**config.mk**
```make
export PLATFORM = sky130hd
export DESIGN_NAME = trigger_qualifier
export DESIGN_NICKNAME = d
export VERILOG_FILES = /design/src/rtl/glitch_pkg.sv /design/src/rtl/trig_filter.sv /design/src/rtl/trigger_qualifier.sv
export SDC_FILE = /design/constraint.sdc
export NUM_CORES = 1
export LEC_CHECK = 0
export ABC_AREA = 1
export CAP_MARGIN = 20
export CORE_MARGIN = 10
export CORE_UTILIZATION = 40
export DETAILED_ROUTE_END_ITERATION = 8
export GPL_TIMING_DRIVEN = 0
export PLACE_DENSITY_LB_ADDON = 0.05
export SLEW_MARGIN = 10
export SYNTH_ARGS = -nofsm -noshare
export SYNTH_HDL_FRONTEND = slang
export SYNTH_HIERARCHICAL = 1
export SYNTH_SLANG_ARGS = --single-unit
```
**constraint.sdc**
```tcl
create_clock -name clk -period 1.72 [get_ports clk]
set_input_delay 0.172 -clock clk [delete_from_list [all_inputs] [get_ports clk]]
set_output_delay 0.172 -clock clk [all_outputs]
set_load 0.05 [all_outputs]
```
**src/rtl/glitch_pkg.sv**
```systemverilog
// Shared types for the glitch front end: edge-select encodings, trigger-qualifier
// FSM states and the default synchroniser depth.
package glitch_pkg;

  localparam int TQ_SYNC_STAGES = 2;

  typedef enum logic [1:0] {
    EDGE_RISE = 2'b00,
    EDGE_FALL = 2'b01,
    EDGE_BOTH = 2'b10,
    EDGE_NONE = 2'b11
  } edge_sel_e;

  typedef enum logic [1:0] {
    TQ_IDLE    = 2'b00,
    TQ_ARMED   = 2'b01,
    TQ_HOLDOFF = 2'b10
  } tq_state_e;

  function automatic logic edge_qualifies(edge_sel_e sel, logic rise, logic fall);
    case (sel)
      EDGE_RISE: return rise;
      EDGE_FALL: return fall;
      EDGE_BOTH: return rise | fall;
      default:   return 1'b0;
    endcase
  endfunction

endpackage

```
**src/rtl/trig_filter.sv**
```systemverilog
// Synchroniser plus optional deglitch filter for the raw target trigger.
// Filter built only when TRIG_DEGLITCH_FILTER_EN is defined; otherwise filtered = synced delayed one cycle.
module trig_filter
  import glitch_pkg::*;
#(
  parameter int SYNC_STAGES = TQ_SYNC_STAGES
) (
  input  logic       clk,
  input  logic       rst,
  input  logic       trig_raw_i,
  input  logic [7:0] filter_len_i,
  output logic       filtered
);

  logic [SYNC_STAGES-1:0] sync_q;
  logic                   synced;

  // NOTE: sequential state uses non-blocking assignments so every flop samples pre-edge values.
  always_ff @(posedge clk) begin
    if (rst) sync_q <= '0;
    else     sync_q <= {sync_q[SYNC_STAGES-2:0], trig_raw_i};
  end

  assign synced = sync_q[SYNC_STAGES-1];

`ifdef TRIG_DEGLITCH_FILTER_EN
  logic [7:0] run_cnt;

  // run_cnt holds prior disagreeing edges; adopting on the (filter_len+1)-th keeps len=0 transparent.
  always_ff @(posedge clk) begin
    if (rst) begin
      filtered <= 1'b0;
      run_cnt  <= '0;
    end else if (synced == filtered) begin
      run_cnt <= '0;
    end else if (run_cnt >= filter_len_i) begin
      filtered <= synced;
      run_cnt  <= '0;
    end else begin
      run_cnt <= run_cnt + 8'd1;
    end
  end
`else
  logic unused_filter_len;
  assign unused_filter_len = ^filter_len_i;

  always_ff @(posedge clk) begin
    if (rst) filtered <= 1'b0;
    else     filtered <= synced;
  end
`endif

endmodule

```
**src/rtl/trigger_qualifier.sv**
```systemverilog
// Qualifies the conditioned target trigger: edge select, Nth-edge count after arm, one-cycle pulse, hold-off.
// Deglitch filter in trig_filter is enabled by defining TRIG_DEGLITCH_FILTER_EN.
module trigger_qualifier
  import glitch_pkg::*;
#(
  parameter int SYNC_STAGES = TQ_SYNC_STAGES,
  parameter int HOLDOFF_W   = 16
) (
  input  logic                 clk,
  input  logic                 rst,
  input  logic                 trig_raw_i,
  input  logic [1:0]           edge_sel_i,
  input  logic [7:0]           filter_len_i,
  input  logic [7:0]           edge_count_i,
  input  logic [HOLDOFF_W-1:0] holdoff_i,
  input  logic                 arm_i,
  output logic                 trigger_o,
  output logic                 busy_o,
  output logic [7:0]           edge_cnt_o
);

  localparam logic [HOLDOFF_W-1:0] HOLD_ONE = HOLDOFF_W'(1);

  logic                 filtered;
  logic                 prev;
  logic                 qualify;
  logic [7:0]           next_cnt;
  tq_state_e            state;
  edge_sel_e            sel_q;
  logic [7:0]           count_q;
  logic [HOLDOFF_W-1:0] holdoff_q;
  logic [HOLDOFF_W-1:0] hold_cnt;

  trig_filter #(.SYNC_STAGES(SYNC_STAGES)) u_filter (
    .clk          (clk),
    .rst          (rst),
    .trig_raw_i   (trig_raw_i),
    .filter_len_i (filter_len_i),
    .filtered     (filtered)
  );

  always_ff @(posedge clk) begin
    if (rst) prev <= 1'b0;
    else     prev <= filtered;
  end

  assign qualify  = edge_qualifies(sel_q, filtered & ~prev, ~filtered & prev);
  assign next_cnt = edge_cnt_o + 8'd1;

  always_ff @(posedge clk) begin
    if (rst) begin
      state      <= TQ_IDLE;
      trigger_o  <= 1'b0;
      busy_o     <= 1'b0;
      edge_cnt_o <= '0;
      sel_q      <= EDGE_RISE;
      count_q    <= '0;
      holdoff_q  <= '0;
      hold_cnt   <= '0;
    end else begin
      trigger_o <= 1'b0;
      // An arm outside HOLDOFF always wins, including over an edge in the same cycle.
      if (arm_i && state != TQ_HOLDOFF) begin
        state      <= TQ_ARMED;
        busy_o     <= 1'b1;
        edge_cnt_o <= '0;
        sel_q      <= edge_sel_e'(edge_sel_i);
        count_q    <= (edge_count_i == 8'd0) ? 8'd1 : edge_count_i;
        holdoff_q  <= holdoff_i;
      end else begin
        case (state)
          TQ_ARMED: begin
            if (qualify) begin
              edge_cnt_o <= next_cnt;
              if (next_cnt == count_q) begin
                trigger_o <= 1'b1;
                hold_cnt  <= (holdoff_q == '0) ? '0 : holdoff_q - HOLD_ONE;
                state     <= TQ_HOLDOFF;
              end
            end
          end
          TQ_HOLDOFF: begin
            if (hold_cnt == '0) begin
              state  <= TQ_IDLE;
              busy_o <= 1'b0;
            end else begin
              hold_cnt <= hold_cnt - HOLD_ONE;
            end
          end
          TQ_IDLE: ;
          default: begin
            state  <= TQ_IDLE;
            busy_o <= 1'b0;
          end
        endcase
      end
    end
  end

endmodule
```
==> impl_metrics.toml <==
[logic_synthesis]
synth-simple-area-share_pct = 33.25
synth-seq-area-share_pct = 33.98
yosysUniqueCellTypes = 33
syn-num-nets = 575
syn_area_per_cell_sq_um = 6.484
netlist_instances = 527
synth_xor_area_share_pct = 3.076
syn_area_sq_um = 3417
synth_top_family_by_area = "simple AND/OR/NAND/NOR gates"
synth_seq_cells = 58
synthMuxAreaShare_pct = 0
yosys.area_share.adder_pct = 3.662
yosysWarnings = 6
synth_compound_gate_area_share_pct = 15.78

[detailed_routing]
wirelength_um = 9883
drt_first_iter_violations = 119
first_pass_iters = 4
vias = 3486
drc = 0
ant_nets = 0
via_per_inst = 4.973
wl_per_cell_um = 14.10

[placed_design]
hpwlAfterDp_um = 7188
gp_congestion = 0.8476
place_ws_ns = -0.5670
placed_area_sq_um = 3983
port_buffers = 39

[sta]
clock_skew_ns = 0.007589
setup_viol = 18
max_freq_ghz = 0.5198
slew_headroom_pct = 65.56
hold_violations = 0
layout_setup_ws_ns = -0.2036
rsz0062_at_grt = "yes"
period_share_pct = 111.8
tightest_slew_ns = 0.5157
final_max_slew_viol_count = 0
period_minus_slack_ns = 1.924

[pwr]
p_leak_nw = 2.105
vdd_drop_max_uv = 419.0
power-per-cell-area_nw_per_um2 = 892.6
power.total_w = 0.004078

[global_routing]
gr-total-overflow = 0
grt_pass1_wl_um = 16400
grt_max_degree = 11
antenna_found_initial = 0
grt_pass1_vias = 3533
grt.total_usage_pct = 15.60

[run_status]
status = "finished with violations"
violations = "negative setup slack"

[critical_path]
end_kind = "register"
path_class = "register to register"
r2r_end = "hold_cnt[3]"
rrSetupSlack_ns = -0.20
crit_required_ns = 1.96
crit_fanout = 10
start_kind = "register"
reg2reg_from = "edge_cnt_o[1]"
reg2regPathDepth = 12
crit_arrival_ns = 2.16

[clock_tree]
clock_sinks = 58
clkLatencyLatePin_ns = 0.34
ctsRootBufferMaster = "clkbuf_8"
clk_pin_slew_worst_paths_ns = 0.08
h-tree-depth = 3
cts_buffer_depth = 2
cts_tree = "done"
cts_buffers = 9
cts_hold_buf = 0

[final_layout]
antenna_cells = 0
stdcell_area_sq_um = 4568
fin_util_pct = 55.32
final_cell_mix = "nor2_1, nand2_1, inv_1"
area_delta_synth_final_pct = 33.69
fillers = 821
nets = 639
final_common_cell = "nor2_1"
regArea_sq_um = 1184
drive_gt1_share_pct = 19.46
multi_input_area_sq_um = 2095

[die]
rows = 33
io-pin-count = 48
die_height_um = 112.4
fp.dieW_um = 112.4
start_util_pct = 41.38
fp.dieArea_sq_um = 12640
coreArea_sq_um = 8258

[min_path]
hp-start = "trig_raw_i"
min_path_type = "input port to register"
hold_end = "u_filter/sync_q[0]"
hold_depth = 3

[run]
drv_cap = 0
## worst max-delay path, stage by stage (launching register included)
cell and delay [ns]:
dfxtp_4 0.39, nand2_4 0.06, nor2_4 0.27, nand3_2 0.15
nand3_2 0.10, nand2_2 0.07, nor2_4 0.11, nand3_2 0.11
nand2_4 0.13, nand3_4 0.11, buf_12 0.18, nor2_1 0.09
nor2_1 0.05
## kinds of logic (layout without fill, tap and decap cells)
family                   after synthesis  in the layout
buffers and inverters                 84            153
flip-flops                            58             58
adder cells (fa/ha/maj)               10             10
AO/OA/AOI/OAI                        101            101
XOR/XNOR                              12             12
AND/OR/NAND/NOR                      262            262
## report_power, final
group / leakage (nW) / switching [W] / internal [W]
Sequential: 0.483 / 0.0000850 / 0.00143
Clock: 0.119 / 0.000592 / 0.000932
Combinational: 1.50 / 0.000631 / 0.000406
Total: 2.11 / 0.00131 / 0.00277
## worst max path at each step
stage / from / to / slack, ns / depth (start not counted)
2_1_floorplan: edge_cnt_o[1] / hold_cnt[0] / -0.1 / 13
3_3_place_gp: state[0] / edge_cnt_o[7] / -0.59 / 8
3_5_place_dp: state[0] / edge_cnt_o[5] / -0.57 / 8
4_1_cts: edge_cnt_o[1] / hold_cnt[14] / -0.14 / 13
5_1_grt: edge_cnt_o[1] / hold_cnt[3] / -0.33 / 13
6_report: edge_cnt_o[1] / hold_cnt[3] / -0.20 / 12
## synthesized netlist by cell type
cell type | n | area share (%)
nand3_1 | 30 | 4.4
nand3_2 | 1 | 0.29
nand4_1 | 9 | 1.6
a21oi_1 | 37 | 5.4
buf_1 | 1 | 0.11
nor4_1 | 1 | 0.18
nand2_4 | 1 | 0.33
o22ai_1 | 2 | 0.37
nor2_4 | 2 | 0.66
a31oi_1 | 4 | 0.73
nand3b_1 | 3 | 0.66
clkbuf_8 | 2 | 0.81
a21o_1 | 1 | 0.22
o21bai_1 | 1 | 0.22
buf_6 | 2 | 0.66
clkbuf_1 | 9 | 0.99
nor2_1 | 102 | 11
nor2_2 | 5 | 0.92
nand2_2 | 6 | 1.1
ha_1 | 10 | 3.7
xnor2_1 | 5 | 1.3
o211ai_1 | 1 | 0.22
inv_2 | 2 | 0.22
nand2_1 | 94 | 10
o21ai_0 | 49 | 7.2
nor3_1 | 7 | 1.0
dfxtp_1 | 58 | 34
a211oi_1 | 4 | 0.88
o21bai_2 | 1 | 0.33
nand3_4 | 1 | 0.51
a21boi_0 | 1 | 0.22
inv_1 | 68 | 7.5
xor2_1 | 7 | 1.8
## layout make-up
cell class,instances,area share [%]
Tap cell,105,2.876
Sequential cell,58,25.91
Timing Repair Buffer,53,11.75
Clock buffer,12,3.615
Multi-Input combinational cell,385,45.85
Clock inverter,4,1.589
Buffer,14,2.657
Inverter,70,5.752
## state kept, by name, indices dropped and copies added (netlist names), 2 cells and up
register and flops:
u_filter/sync_q 2, sel_q 2, edge_cnt_o 8, count_q 8, hold_cnt 16, holdoff_q 16
state 2
## per-layer routing
metal	vias up	share of wire [%]	track usage (%)	routed length [um]
li1	1829	-	-	-
met4	0	1.3	4.315	128
met1	1572	49	19.91	4873
met2	74	45	25.22	4405
met5	-	0	0	0
met3	11	4.8	4.207	476
## metrics by stage
stage                     hold WS (ns)  cells  setup TNS [ns]
after CTS                       0.3342    696          -1.646
after detailed placement        0.3993    671          -15.01
after global placement          0.3991    671          -15.79
after global routing            0.3639    701          -5.018
after floorplan                 0.2411    527          -1.014
final                           0.3352    701          -2.926
## what timing repair did
| action | 4_1_cts | 5_1_grt |
|---|---|---|
| gates cloned | 0 | 1 |
| hold endpoints to repair | 0 | 0 |
| resized for setup | 42 | 48 |
| buffers inserted | 9 | 4 |
| setup endpoints to repair | 58 | 58 |
| pin swaps | 8 | 5 |
(Power assumes the default switching activity.)
